### config.mk
export PLATFORM = sky130hd
export DESIGN_NAME = idli_serial_decode_m
export DESIGN_NICKNAME = d
export VERILOG_FILES = /design/src/rtl/idli_serial_decode_m.sv
export SDC_FILE = /design/constraint.sdc
export NUM_CORES = 1
export LEC_CHECK = 0
export BUFFER_PORTS_ARGS = -buffer_cell sky130_fd_sc_hd__buf_2
export CAP_MARGIN = 10
export CORE_AREA = 3 3 81 83
export DETAILED_ROUTE_END_ITERATION = 16
export DIE_AREA = 0 0 84 86
export GPL_TIMING_DRIVEN = 0
export MAX_ROUTING_LAYER = met4
export PLACE_DENSITY = 0.74
export SLEW_MARGIN = 0
export SYNTH_ARGS = -nofsm -noshare
export SYNTH_HDL_FRONTEND = slang
export SYNTH_SLANG_ARGS = --single-unit
### constraint.sdc
create_clock -name i_sdc_gck -period 6.5 [get_ports i_sdc_gck]
set_clock_uncertainty 0.15 [all_clocks]
set_input_delay 0.65 -clock i_sdc_gck [delete_from_list [all_inputs] [get_ports i_sdc_gck]]
set_output_delay 0.65 -clock i_sdc_gck [all_outputs]
set_load 0.05 [all_outputs]
### src/rtl/idli_serial_decode_m.sv
// Serial instruction decoder for the SQI fetch path.
// Instruction words arrive LANES bits per beat, MSB first. Each word is split
// into opcode and operand fields. An instruction may be followed by a 16b
// immediate word, which is collected before the op is handed to issue.
// A one-entry output register lets the next instruction stream in behind a
// stalled op.
`timescale 1ns/1ps

package idli_pkg;
    // Predicate register that always reads true. NOP/BZ encodings use it.
    localparam logic [1:0] PREG_PT = 2'd3;

    typedef struct packed {
        logic [2:0] a;
        logic [2:0] b;
        logic [2:0] c;
        logic [1:0] p;
        logic [1:0] q;
    } op_t;

    typedef enum logic {
        SDC_INSTR = 1'b0,
        SDC_IMM   = 1'b1
    } sdc_state_e;
endpackage

module idli_serial_decode_m
    import idli_pkg::*;
#(
    parameter int unsigned LANES   = 4,
    parameter bit          IMM_EN  = 1'b1,
    parameter logic [2:0]  IMM_REG = 3'd7
) (
    input  logic             i_sdc_gck,
    input  logic             i_sdc_rst,
    input  logic [LANES-1:0] i_sdc_enc,
    input  logic             i_sdc_enc_vld,
    output logic             o_sdc_enc_rdy,
    input  logic             i_sdc_flush,
    output logic             o_sdc_op_vld,
    input  logic             i_sdc_op_rdy,
    output op_t              o_sdc_op,
    output logic [4:0]       o_sdc_opc,
    output logic             o_sdc_has_imm,
    output logic [15:0]      o_sdc_imm,
    output logic             o_sdc_busy,
    output sdc_state_e       o_sdc_state
);

    // Handshakes: a transfer happens on a rising clock edge where valid and
    // ready are both high. Valid never depends on ready; once raised, the
    // op valid and its fields hold until the transfer (or a flush). Beat
    // ready only drops for the beat that would load a still-occupied output
    // register.

    localparam int unsigned    BEATS = 16 / LANES;
    localparam int unsigned    CW    = $clog2(BEATS);
    localparam logic [CW-1:0]  LAST  = CW'(BEATS - 1);

    sdc_state_e      state_q, state_d;
    logic [CW-1:0]   cnt_q, cnt_d;
    logic [15-LANES:0] sr_q;
    logic [15:0]     sr_next;
    op_t             pend_op;
    logic [4:0]      pend_opc;

    logic            last_beat;
    logic            wants_imm;
    logic            loads_out;
    logic            beat_acc;
    logic            ld_out;
    logic            ld_pend;

    // Field extraction; NOP/BZ (top nibble zero) always use the true predicate.
    function automatic op_t decode(input logic [15:0] w);
        op_t o;
        o.a = {w[8], w[7:6]};
        o.b = w[5:3];
        o.c = w[2:0];
        o.q = w[7:6];
        o.p = (w[15:12] == 4'b0000) ? PREG_PT : w[10:9];
        return o;
    endfunction

    // The word as it will look once the current beat is shifted in.
    assign sr_next   = {sr_q, i_sdc_enc};
    assign last_beat = (cnt_q == LAST);
    assign wants_imm = IMM_EN && (sr_next[2:0] == IMM_REG);
    // Only the completing beat that hands an op to the output register can stall.
    assign loads_out = last_beat && ((state_q == SDC_IMM) || !wants_imm);
    assign o_sdc_enc_rdy = i_sdc_flush || !loads_out || !o_sdc_op_vld || i_sdc_op_rdy;
    // Flush takes priority, so a beat presented alongside it is dropped.
    assign beat_acc  = i_sdc_enc_vld && o_sdc_enc_rdy && !i_sdc_flush;

    assign o_sdc_busy  = (cnt_q != '0) || (state_q == SDC_IMM);
    assign o_sdc_state = state_q;

    // Next-state logic: beat counting, phase changes and register load strobes.
    always_comb begin
        state_d = state_q;
        cnt_d   = cnt_q;
        ld_out  = 1'b0;
        ld_pend = 1'b0;
        if (i_sdc_flush) begin
            state_d = SDC_INSTR;
            cnt_d   = '0;
        end else if (beat_acc) begin
            if (last_beat) begin
                cnt_d = '0;
                case (state_q)
                    SDC_INSTR: begin
                        if (wants_imm) begin
                            ld_pend = 1'b1;
                            state_d = SDC_IMM;
                        end else begin
                            ld_out = 1'b1;
                        end
                    end
                    SDC_IMM: begin
                        ld_out  = 1'b1;
                        state_d = SDC_INSTR;
                    end
                    default: state_d = SDC_INSTR;
                endcase
            end else begin
                cnt_d = cnt_q + CW'(1);
            end
        end
    end

    // Phase and beat counter registers.
    always_ff @(posedge i_sdc_gck or posedge i_sdc_rst) begin
        if (i_sdc_rst) begin
            state_q <= SDC_INSTR;
            cnt_q   <= '0;
        end else begin
            state_q <= state_d;
            cnt_q   <= cnt_d;
        end
    end

    // Shift register and pending fields; their contents are only meaningful
    // once the counter says so, so they carry no reset.
    always_ff @(posedge i_sdc_gck) begin
        if (beat_acc) begin
            sr_q <= sr_next[15-LANES:0];
        end
        if (ld_pend) begin
            pend_op  <= decode(sr_next);
            pend_opc <= sr_next[15:11];
        end
    end

    // One-entry output register presented to issue.
    always_ff @(posedge i_sdc_gck or posedge i_sdc_rst) begin
        if (i_sdc_rst) begin
            o_sdc_op_vld  <= 1'b0;
            o_sdc_op      <= '{a: 3'd0, b: 3'd0, c: 3'd0, p: PREG_PT, q: 2'd0};
            o_sdc_opc     <= 5'd0;
            o_sdc_has_imm <= 1'b0;
            o_sdc_imm     <= 16'd0;
        end else if (i_sdc_flush) begin
            o_sdc_op_vld <= 1'b0;
        end else if (ld_out) begin
            o_sdc_op_vld <= 1'b1;
            if (state_q == SDC_IMM) begin
                o_sdc_op      <= pend_op;
                o_sdc_opc     <= pend_opc;
                o_sdc_has_imm <= 1'b1;
                o_sdc_imm     <= sr_next;
            end else begin
                o_sdc_op      <= decode(sr_next);
                o_sdc_opc     <= sr_next[15:11];
                o_sdc_has_imm <= 1'b0;
                o_sdc_imm     <= 16'd0;
            end
        end else if (o_sdc_op_vld && i_sdc_op_rdy) begin
            o_sdc_op_vld <= 1'b0;
        end
    end

endmodule
==> results.yml <==
die:
  fp.dieH_microns: 86
  die_x_microns: 84
  rows: 28
  initial_core_util: 0.459
  io-pin-count: 48
  fp.coreArea_sq_um: 5920
  die_area_sq_um: 7220
clocking:
  htree_levels: 3
  cts_hold_buf: 0
  clk_latency_ns: 0.34
  clk_pin_slew_worst_paths_ns: 0.07
  cts_inserted_buffers: 9
  post_cts_buffers: 0
  cts_tree: "yes"
  cts_buffer_depth: 2
  cts_root_buf: "clkbuf_8"
  cts-resized-gates: 0
  cts_sinks: 65
place:
  io_buffers: 46
  place.gp.congestion: 0.725
  hpwl_microns: 3320
global_route:
  grt_use_total: 0.156
  grt_pass1_vias: 1680
  grt_overflow: 0
  antenna_found_initial: 0
  grt_pass1_wl_microns: 8360
  grt_max_degree: 38
route:
  postRouteAntennaNets: 0
  drt-wirelength-per-cell_microns: 15.2
  routed-via-count: 1605
  drtPass1Iterations: 4
  via_per_inst: 4.91
  drcViolationCount: 0
  postRouteWirelength_microns: 4960
  drt_iter0_markers: 40
final_layout:
  finalNetCount: 258
  area_growth_pct: 18.7
  drive_above_1_share: 0.425
  layout_commonest_cell: "buf_2"
  num_antenna_cells: 0
  final_cell_mix: "buf_2, dfrtp_1, mux2_2, edfxtp_1, inv_1"
power:
  power_w: 0.00111
  p_leak_nw: 1.44
  ir_worst_vdd_mv: 0.214
  power-per-cell-area_nw_per_um2: 344
sta:
  hold_viol: 0
  worst_slew_pin_slew_ns: 0.915
  rsz0062_at_grt: "false"
  max_freq_mhz: 370
  fin_tns_setup_ns: 0
  hold_ws_ns: 0.308
  slew_headroom: 0.387
  fin_crit_ns: 2.70
  drv_slew: 0
  post-route-period-util: 0.416
  setup_viol: 0
critical_path:
  cp_slowest_stage_delay_ns: 0.38
  worstPathCellList: "buf_2 > buf_2 > buf_4 > nand2b_1 > buf_2"
  r2r-start: "o_sdc_state"
  cp_common_cell: "buf_2"
  reg2reg_depth: 3
  critPathRequiredTime_ns: 5.70
  end_kind: "output port"
  cp_slowest_cell: "dfrtp_1"
  cp_data_arrival_time_ns: 1.90
  crit_type: "reg -> out"
  startpoint_type: "register"
  timing.rr.end: "sr_q[10]"
  path_delay_family: "buffers and inverters"
  path_buf_inv: 4
  r2r_setup_slack_ns: 4.27
  path_max_fanout: 10
  cp_num_cells: 5
min_path:
  hold_class: "in -> async"
status:
  outcome: "complete, no violations"
logic_synthesis:
  synthCells: 189
  synth-seq-cells: 65
  ys_types: 26
  syn-cell-area_sq_um: 2720
  synth_nets: 200
  ys_warn_count: 0
  ys_seq_area_frac: 0.651
  syn_area_per_cell_sq_um: 14.4
job:
  drv_cap: 0
[sequential cells by signal, summed over array words and instances, names as in the netlist]
name           flops
cnt_q              2
o_sdc_has_imm      1
o_sdc_imm         16
o_sdc_op          11
o_sdc_op_vld       1
o_sdc_opc          5
o_sdc_state        1
pend_op           11
pend_opc           5
sr_q              12
[worst max path at each step]
stage | from | slack, ns | endpoint
2_1_floorplan | o_sdc_state | 3.96 | sr_q[0]
3_3_place_gp | i_sdc_enc[2] | 3.38 | sr_q[7]
3_5_place_dp | i_sdc_enc[2] | 3.92 | sr_q[7]
4_1_cts | o_sdc_state | 3.77 | o_sdc_busy
5_1_grt | o_sdc_state | 3.66 | o_sdc_busy
6_report | o_sdc_state | 3.80 | o_sdc_busy
[cells by family after synthesis]
logic type	Yosys count	synth area share
buffers and inverters	30	0.0543
flip-flops	65	0.651
AO/OA/AOI/OAI	6	0.0147
AND/OR/NAND/NOR	37	0.0759
multiplexers	49	0.195
adder cells (fa/ha/maj)	2	0.00920
[worst reg2reg max path, delay by kind of cell (launching register included)]
family	cells	cell delay (ns)
and+or+nand+nor	3	1.29
DFF	1	0.40
[metal layers]
metal	track usage	wire [microns]	up-vias
met4	0.0526	53	0
met5	-	0	-
met2	0.236	2250	44
li1	-	-	767
met3	0.0624	290	5
met1	0.194	2370	789
[metrics by stage]
stage / utilization / setup WS, ns / area [sq um] / cells
floorplan: - / 3.96 / 2720 / 189
global placement: 0.514 / 3.38 / 3040 / 310
detailed placement: 0.516 / 3.92 / 3060 / 311
CTS: 0.545 / 3.77 / 3230 / 327
global route: 0.545 / 3.66 / 3230 / 327
finish: 0.545 / 3.80 / 3230 / 327
[where the power goes]
group / switching [W] / internal [W]
sequential: 0.0000268 / 0.000482
clock: 0.000142 / 0.000155
combinational: 0.000233 / 0.0000710
[layout make-up]
type / count / area, sq um
timing repair buffer: 47 / 238
clock buffer: 12 / 155
clock inverter: 4 / 17.5
multi-input combinational: 94 / 807
inverter: 20 / 75.1
tap: 75 / 93.8
buffer: 10 / 72.6
fill: 500 / 2690
sequential: 65 / 1770
[Yosys cell counts]
| master | number | share of area |
|---|---|---|
| dfrtp_1 | 35 | 0.32 |
| nor2b_1 | 1 | 0.0023 |
| buf_2 | 4 | 0.0074 |
| nand2_1 | 17 | 0.023 |
| buf_6 | 2 | 0.0083 |
| mux2_2 | 28 | 0.12 |
| buf_4 | 4 | 0.011 |
| a21oi_1 | 1 | 0.0018 |
| o21ai_0 | 1 | 0.0018 |
| a31oi_1 | 2 | 0.0046 |
| and3_1 | 1 | 0.0023 |
| nand2b_1 | 6 | 0.014 |
| ha_1 | 2 | 0.0092 |
| nor3_1 | 1 | 0.0018 |
| nor3b_4 | 1 | 0.0069 |
| inv_1 | 20 | 0.028 |
| nor2_1 | 4 | 0.0055 |
| mux2_1 | 4 | 0.017 |
| o31a_1 | 2 | 0.0064 |
| edfxtp_1 | 28 | 0.31 |
| nand3b_4 | 1 | 0.0074 |
| nor4_1 | 1 | 0.0023 |
| dfstp_2 | 2 | 0.019 |
| mux2i_1 | 17 | 0.063 |
| or2_2 | 3 | 0.0069 |
| nand4b_1 | 1 | 0.0032 |
(Power assumes the default switching activity.)
